===== src/rtl/lsu_ctrl.sv =====
// lsu_ctrl: load/store initiator between the execute stage and datamem.
// Accepts one request at a time over a valid/ready handshake. Aligned accesses go out as a
// single native access. Misaligned half/word accesses are either split into byte accesses
// and reassembled (MISALIGN_SPLIT=1) or rejected with resp_err (MISALIGN_SPLIT=0).
// Ports:
//   clk, rst            clock and synchronous active-high reset
//   req_*               request channel (valid/ready, write, type, sign_ext, addr, wdata)
//   resp_*              one-cycle response pulse with read data and error flag
//   mem_*               datamem port set; mem_dout is a combinational read of mem_addr
module lsu_ctrl #(
  parameter bit MISALIGN_SPLIT = 1'b1
) (
  input  logic        clk,
  input  logic        rst,
  input  logic        req_valid,
  output logic        req_ready,
  input  logic        req_write,
  input  logic [1:0]  req_type,
  input  logic        req_sign_ext,
  input  logic [31:0] req_addr,
  input  logic [31:0] req_wdata,
  output logic        resp_valid,
  output logic [31:0] resp_rdata,
  output logic        resp_err,
  output logic        mem_write_en,
  output logic [1:0]  mem_type,
  output logic [31:0] mem_addr,
  output logic [31:0] mem_din,
  output logic        mem_sign_ext,
  input  logic [31:0] mem_dout
);

  typedef enum logic [2:0] {StIdle, StAccess, StSplit, StResp, StErr} state_e;

  state_e      state_q, state_d;
  logic        write_q, write_d;
  logic [1:0]  type_q, type_d;
  logic        sext_q, sext_d;
  logic [31:0] addr_q, addr_d;
  logic [31:0] wdata_q, wdata_d;
  logic [31:0] result_q, result_d;
  logic [1:0]  cnt_q, cnt_d;

  logic        misaligned;
  logic [1:0]  last_cnt;
  logic [31:0] split_result;

  always_comb begin
    misaligned = ((req_type == 2'b01) && req_addr[0]) ||
                 ((req_type == 2'b10) && (req_addr[1:0] != 2'b00));
    last_cnt   = (type_q == 2'b01) ? 2'd1 : 2'd3;
  end

  // Merge the current byte into the assembly register; on the final byte of a signed split
  // half, replicate the freshly written bit 15 into the upper half.
  always_comb begin
    split_result = result_q;
    unique case (cnt_q)
      2'd0: split_result[7:0]   = mem_dout[7:0];
      2'd1: split_result[15:8]  = mem_dout[7:0];
      2'd2: split_result[23:16] = mem_dout[7:0];
      2'd3: split_result[31:24] = mem_dout[7:0];
    endcase
    if ((type_q == 2'b01) && sext_q && (cnt_q == last_cnt)) begin
      split_result[31:16] = {16{split_result[15]}};
    end
  end

  always_comb begin
    state_d  = state_q;
    write_d  = write_q;
    type_d   = type_q;
    sext_d   = sext_q;
    addr_d   = addr_q;
    wdata_d  = wdata_q;
    result_d = result_q;
    cnt_d    = cnt_q;
    case (state_q)
      StIdle: begin
        if (req_valid) begin
          write_d  = req_write;
          type_d   = req_type;
          sext_d   = req_sign_ext;
          addr_d   = req_addr;
          wdata_d  = req_wdata;
          cnt_d    = 2'd0;
          result_d = '0;
          if (req_type == 2'b11)  state_d = StErr;
          else if (misaligned)    state_d = MISALIGN_SPLIT ? StSplit : StErr;
          else                    state_d = StAccess;
        end
      end
      StAccess: begin
        if (!write_q) result_d = mem_dout;
        state_d = StResp;
      end
      StSplit: begin
        if (!write_q) result_d = split_result;
        cnt_d = cnt_q + 2'd1;
        if (cnt_q == last_cnt) state_d = StResp;
      end
      StResp:  state_d = StIdle;
      StErr:   state_d = StIdle;
      default: state_d = StIdle;
    endcase
  end

  always_ff @(posedge clk) begin
    if (rst) begin
      state_q  <= StIdle;
      write_q  <= 1'b0;
      type_q   <= 2'b00;
      sext_q   <= 1'b0;
      addr_q   <= '0;
      wdata_q  <= '0;
      result_q <= '0;
      cnt_q    <= 2'd0;
    end else begin
      state_q  <= state_d;
      write_q  <= write_d;
      type_q   <= type_d;
      sext_q   <= sext_d;
      addr_q   <= addr_d;
      wdata_q  <= wdata_d;
      result_q <= result_d;
      cnt_q    <= cnt_d;
    end
  end

  // Outputs depend only on registered state; writes are additionally gated by rst so an
  // abandoned access never writes in the reset cycle.
  always_comb begin
    req_ready    = (state_q == StIdle);
    resp_valid   = (state_q == StResp) || (state_q == StErr);
    resp_err     = (state_q == StErr);
    resp_rdata   = ((state_q == StResp) && !write_q) ? result_q : '0;
    mem_write_en = 1'b0;
    mem_type     = 2'b10;
    mem_addr     = '0;
    mem_din      = '0;
    mem_sign_ext = 1'b0;
    case (state_q)
      StAccess: begin
        mem_write_en = write_q & ~rst;
        mem_type     = type_q;
        mem_addr     = addr_q;
        mem_din      = wdata_q;
        mem_sign_ext = sext_q;
      end
      StSplit: begin
        mem_write_en = write_q & ~rst;
        mem_type     = 2'b00;
        mem_addr     = addr_q + {30'b0, cnt_q};
        mem_din      = {24'b0, wdata_q[{cnt_q, 3'b000} +: 8]};
      end
      default: ;
    endcase
  end

endmodule


===== config.mk =====
export PLATFORM = sky130hd
export DESIGN_NAME = lsu_ctrl
export DESIGN_NICKNAME = d
export VERILOG_FILES = /design/src/rtl/lsu_ctrl.sv
export SDC_FILE = /design/constraint.sdc
export NUM_CORES = 1
export LEC_CHECK = 0
export CORE_ASPECT_RATIO = 1.1
export CORE_MARGIN = 2
export CORE_UTILIZATION = 46
export DETAILED_ROUTE_END_ITERATION = 6
export GPL_ROUTABILITY_DRIVEN = 0
export HOLD_SLACK_MARGIN = 0.03
export MAX_ROUTING_LAYER = met4
export PLACE_DENSITY_LB_ADDON = 0.2
export SKIP_LAST_GASP = 1
export SLEW_MARGIN = 5
export SYNTH_ARGS = -nofsm -noshare
export SYNTH_HDL_FRONTEND = slang
export SYNTH_SLANG_ARGS = --single-unit

===== constraint.sdc =====
create_clock -name clk -period 2.9 [get_ports clk]
set_input_delay 0.435 -clock clk [delete_from_list [all_inputs] [get_ports clk]]
set_output_delay 0.435 -clock clk [all_outputs]
set_load 0.02 [all_outputs]

### After elaboration in Yosys (flattened, before gate mapping)

Cells that the tools add are included.

| word-level totals | value |
|---|---|
| bits in registers | 105 |
| input bits | 103 |
| output and inout port bits | 103 |
| word-level logic and storage cells | 82 |

| cells by class | value |
|---|---|
| add/subtract/negate cells | 2 |
| eq/ne operators | 20 |
| shift-type cells | 1 |
| muxes and demuxes | 23 |
| bitwise operators | 2 |
| reduce and logical (&&, ||, !) cells | 22 |

Operators by type and width:

| kind | number |
|---|---|
| 32-bit 2-to-1 mux | 4 |
| 32-bit one-hot mux with 2 select lines | 2 |
| 32-bit one-hot mux with 3 select lines | 1 |
| 32-bit by 2-bit adder with 32-bit output | 1 |
| 8-bit 2-to-1 mux | 4 |
| 32-bit by 6-bit indexed part select with 8-bit output | 1 |
| 5-bit AND reduction | 4 |
| 16-bit 2-to-1 mux | 1 |
| 3-bit 2-to-1 mux | 3 |
| 3-bit one-hot mux with 3 select lines | 1 |
| 2-bit == test, second input constant | 4 |
| 2-bit inequality test, second input constant | 4 |
| 2-bit one-hot mux with 2 select lines | 2 |
| 2-bit by 1-bit == test with 1-bit output, second input constant | 3 |
| 3-bit by 2-bit == test with 1-bit output, second input constant | 2 |
| 2-bit 2-to-1 mux | 3 |
| 3-bit by 2-bit inequality test with 1-bit output, second input constant | 2 |
| 2-bit AND reduction | 3 |
| 1-bit logical AND | 5 |
| 2-bit by 1-bit inequality test with 1-bit output, second input constant | 2 |
| 4-bit AND reduction | 1 |
| 2-bit nonzero test | 2 |
| 3-bit by 1-bit == test with 1-bit output, second input constant | 1 |
| 3-bit == test, second input constant | 1 |
| 11 further kinds | 13 |

### Longest topological paths before layout

| logic depth | value |
|---|---|
| depth in word-level cells | 7 |
| depth in mapped cells | 9 |

### Worst setup path after synthesis

No wires, ideal clock.

| timing path | value |
|---|---|
| path kind | register to output |
| start point | register cnt_q[0] |
| end point | output port mem_addr[22] |
| data arrival time | 2200 ps |
| data required time | 2465 ps |
| setup slack | 265 ps |
| cell stages (with the launch flop) | 7 |
| path through | dfxtp_1 > ha_1 > fa_1 > nand3_1 > nor4_4 > nand2_1 > o41ai_1 |

| on the way | value |
|---|---|
| longest elaborated chain between the ends | 2 |

Ends and longest elaborated chain:

| item | RTL line | RTL |
|---|---|---|
| start: declaration | 42 | `logic [1:0] cnt_q, cnt_d;` |
| start signal: assignment | 126 | `cnt_q <= cnt_d;` |
| 32-bit by 2-bit adder with 32-bit output | 153 | `mem_addr = addr_q + {30'b0, cnt_q};` |
| 32-bit one-hot mux with 2 select lines | 142 | `case (state_q)` |
| end: declaration | 27 | `output logic [31:0] mem_addr,` |

No other way between the ends.

### Worst setup path after layout

| timing path | value |
|---|---|
| start point | register cnt_q[1] |
| end point | output port mem_addr[31] |

Same word-level chain as after synthesis.

==> metrics.md <==
| Metric | Value |
|---|---|
| Worst Path Max Fanout | `4` |
| Lkg Pwr | `3.219 nW` |
| Drt total wl | `18650 um` |
| DP Worst Slack | `-121.4 ps` |
| Full die area | `13600 um2` |
| Maximum VDD drop | `0.0002780 V` |
| Primary FF master, synth | `dfxtp_1` |
| Vias | `6322` |
| Total GRT Usage | `27.27%` |
| Sequential share of power | `36.9%` |
| Vias per cell | `5.555` |
| H-tree depth | `3` |
| Total gr overflow | `0` |
| Post-synthesis net count | `886` |
| R2R depth | `7` |
| Clock latency on the worst-skew pair | `340 ps` |
| DRC viols | `0` |
| Int Pwr | `3.281 mW` |
| Filler cells | `1089` |
| CTS max path bufs | `2` |
| Post-route ant nets | `0` |
| Combinational Power Share | `32.9%` |
| Wire per inst | `16.38 um` |
| Post-synth EDFFs | `0` |
| Clk sinks | `105` |
| Post-DP HPWL | `12630 um` |
| Commonest non-fill, non-tap cells in the layout | `178 x clkdlybuf4s50_1, 172 x nand2_1, 104 x dfxtp_1, 92 x a21oi_1, 60 x and2_1` |
| Net Sw Frac | `32.82%` |
| Final Skew | `8.520 ps` |
| Fin Hold WS | `449.4 ps` |
| Hold_buf cts | `0` |
| Initial antenna violation count | `0` |
| Crit path kind | `register to primary output` |
| Starting Density | `46.72%` |
| Io pins | `206` |
| Max Cap Violations | `0` |
| Setup slack after layout | `-98.12 ps` |
| Psw | `1.603 mW` |
| Layout net count | `1087` |
| Share of the yosys chip area belonging to registers | `36.04%` |
| Diodes inserted | `0` |
| Post-Syn Instances | `776` |
| Crit path from | `cnt_q[1]` |
| Crit. End Element | `primary output` |
| Status | `finished with violations` |
| # rows | `43` |
| Netlist cell types | `54` |
| DR pass1 iterations | `6` |
| Tmin final | `2998 ps` |
| HP Class | `register to register` |
| Highest clock rate | `333.5 MHz` |
| Reg2reg setup slack | `690 ps` |
| Worst Path Arrival | `2560 ps` |
| DIE WIDTH | `111.4 um` |
| Area of the core | `12480 um2` |
| Period utilisation layout | `103.4%` |
| Synth-to-Final Area Change | `47.76%` |
| Die height | `122.1 um` |
| Hold path cells | `2` |
| CP required | `2470 ps` |
| Final Slew Violations | `0` |
| Seq cells post-synth | `105` |
| CTS tree | `yes` |
| CTS Buf Count | `9` |
| Largest net degree at the start of global routing | `105` |
| Syn Area/Cell | `7.515 um2` |
| Clock power frac | `30.2%` |
| FFs w/ async S/R, synth | `0%` |
| Worst-Margin Slew | `1165 ps` |
| CP endpoint | `mem_addr[31]` |
| Reg2Reg Capture Point | `result_q[23]` |
| RSZ-0062 raised after global routing | `yes` |
| Clock transition at the registers of the reported paths | `70 ps` |
| Commonest non-fill, non-tap cell in the layout | `clkdlybuf4s50_1` |
| Number of global-route vias before repair | `5792` |
| Pwr dens | `566.7 nW/um2` |
| Cell area after synthesis | `5832 um2` |
| Sum Neg Setup Slack | `-98.12 ps` |
| Final setup vio count | `1` |
| First-pass GRT wire length | `29330 um` |
| Clock root cell | `clkbuf_16` |
| Ys Warns | `0` |
| Failing checks | `negative setup slack` |
| Iteration-0 DRC Markers | `471` |
| Hold Fails Final Rpt | `0` |
| R2r startpoint | `cnt_q[0]` |
| Layout cells sized above 1 | `11.21%` |
| Slew headroom | `22.34%` |
| Startpoint types | `register` |
| Port Buffers | `205` |
[cells in the mapped netlist, types with 4 or more instances]
| library cell | n | share of area (%) |
|---|---|---|
| nand2_1 | 173 | 11 |
| dfxtp_1 | 105 | 36 |
| a21oi_1 | 93 | 8.0 |
| and2_1 | 61 | 6.5 |
| clkbuf_1 | 40 | 2.6 |
| o21ai_0 | 40 | 3.4 |
| nor2_1 | 37 | 2.4 |
| nand3_1 | 27 | 2.3 |
| a211oi_1 | 24 | 3.1 |
| nor3_1 | 23 | 2.0 |
| buf_2 | 15 | 1.3 |
| inv_1 | 13 | 0.84 |
| a22o_1 | 10 | 1.5 |
| nand4_1 | 10 | 1.1 |
| o21a_1 | 10 | 1.3 |
| mux4_2 | 8 | 3.1 |
| a32oi_1 | 7 | 1.1 |
| and3_1 | 7 | 0.75 |
| ha_1 | 6 | 1.3 |
| a31oi_1 | 4 | 0.43 |
| a41oi_1 | 4 | 0.60 |
| buf_6 | 4 | 0.77 |
| xor2_1 | 4 | 0.60 |
[final cells by class]
| cell class | count | area (um2) | share of cell area [%] |
|---|---|---|---|
| Timing Repair Buffer | 254 | 2444 | 28.36 |
| Sequential cell | 105 | 2103 | 24.41 |
| Tap cell | 157 | 196.4 | 2.280 |
| Clock buffer | 10 | 229.0 | 2.657 |
| Multi-Input combinational cell | 594 | 3467 | 40.24 |
| Clock inverter | 5 | 128.9 | 1.496 |
| Inverter | 13 | 48.80 | 0.5663 |
[state kept, by name, indices dropped and copies added, names as in the netlist]
register and count:
addr_q 32, result_q 32, wdata_q 32, state_q 3
cnt_q 2, type_q 2, sext_q 1, write_q 1
[worst max-delay path, cell delays in order, from the launching register on]
cell and delay [ps]:
dfxtp_2 340, ha_1 310, a21oi_2 90, nor4_2 190, nand4_1 240, buf_4 210, or4_1 470, nand3_1 100
clkdlybuf4s15_2 270
[power by group through the flow]
stage / Sequential, mW / Combinational (mW) / Clock, mW
2_1_floorplan: 1.79 / 1.01 / 0
3_3_place_gp: 1.83 / 1.55 / 0
3_5_place_dp: 1.83 / 1.57 / 0
4_1_cts: 1.80 / 1.59 / 1.49
5_1_grt: 1.83 / 1.76 / 1.56
6_report: 1.80 / 1.61 / 1.47
[metal layers]
metal	share of wire (%)	up-vias	GRT usage (%)
met5	0	-	-
met4	2.5	0	9.568
met3	8.1	39	5.920
met2	47	297	44.78
met1	42	2878	33.43
li1	-	3108	-
[worst min-delay path by stage]
| stage | startpoint | end | slack, ps |
|---|---|---|---|
| 2_1_floorplan | result_q[0] | result_q[0] | 430 |
| 3_3_place_gp | result_q[0] | result_q[0] | 440 |
| 3_5_place_dp | result_q[0] | result_q[0] | 440 |
| 4_1_cts | result_q[4] | result_q[4] | 450 |
| 5_1_grt | result_q[6] | result_q[6] | 470 |
| 6_report | result_q[2] | result_q[2] | 450 |
[logic make-up (layout without fill, tap and decap cells)]
family          count (synthesis)  in the layout  synth area share, %
buf+inv                        77            282                5.921
simple gates                  359            359                29.33
fa+ha+maj                       7              7                1.631
mux                             9              9                3.261
xor+xnor                        7              7                1.051
flops                         105            105                36.04
compound gates                212            212                22.76
[through the flow]
step                cell area (um2)  instances  utilization [%]  power, mW
CTS                            8551       1133            68.50      4.886
finish                         8617       1138            69.04      4.883
floorplan                      5832        776                -      2.800
global placement               8162       1114            65.39      3.377
detailed placement             8162       1114            65.39      3.407
global route                   8617       1138            69.04      5.150
[timing repair]
item | CTS | global route
setup buffers | 3 | 4
cloned | 1 | 1
endpoints found under the setup margin | 27 | 24
pin swaps | 1 | 4
gates resized for setup | 54 | 42
No activity file was read; power rests on OpenSTA's default activity.
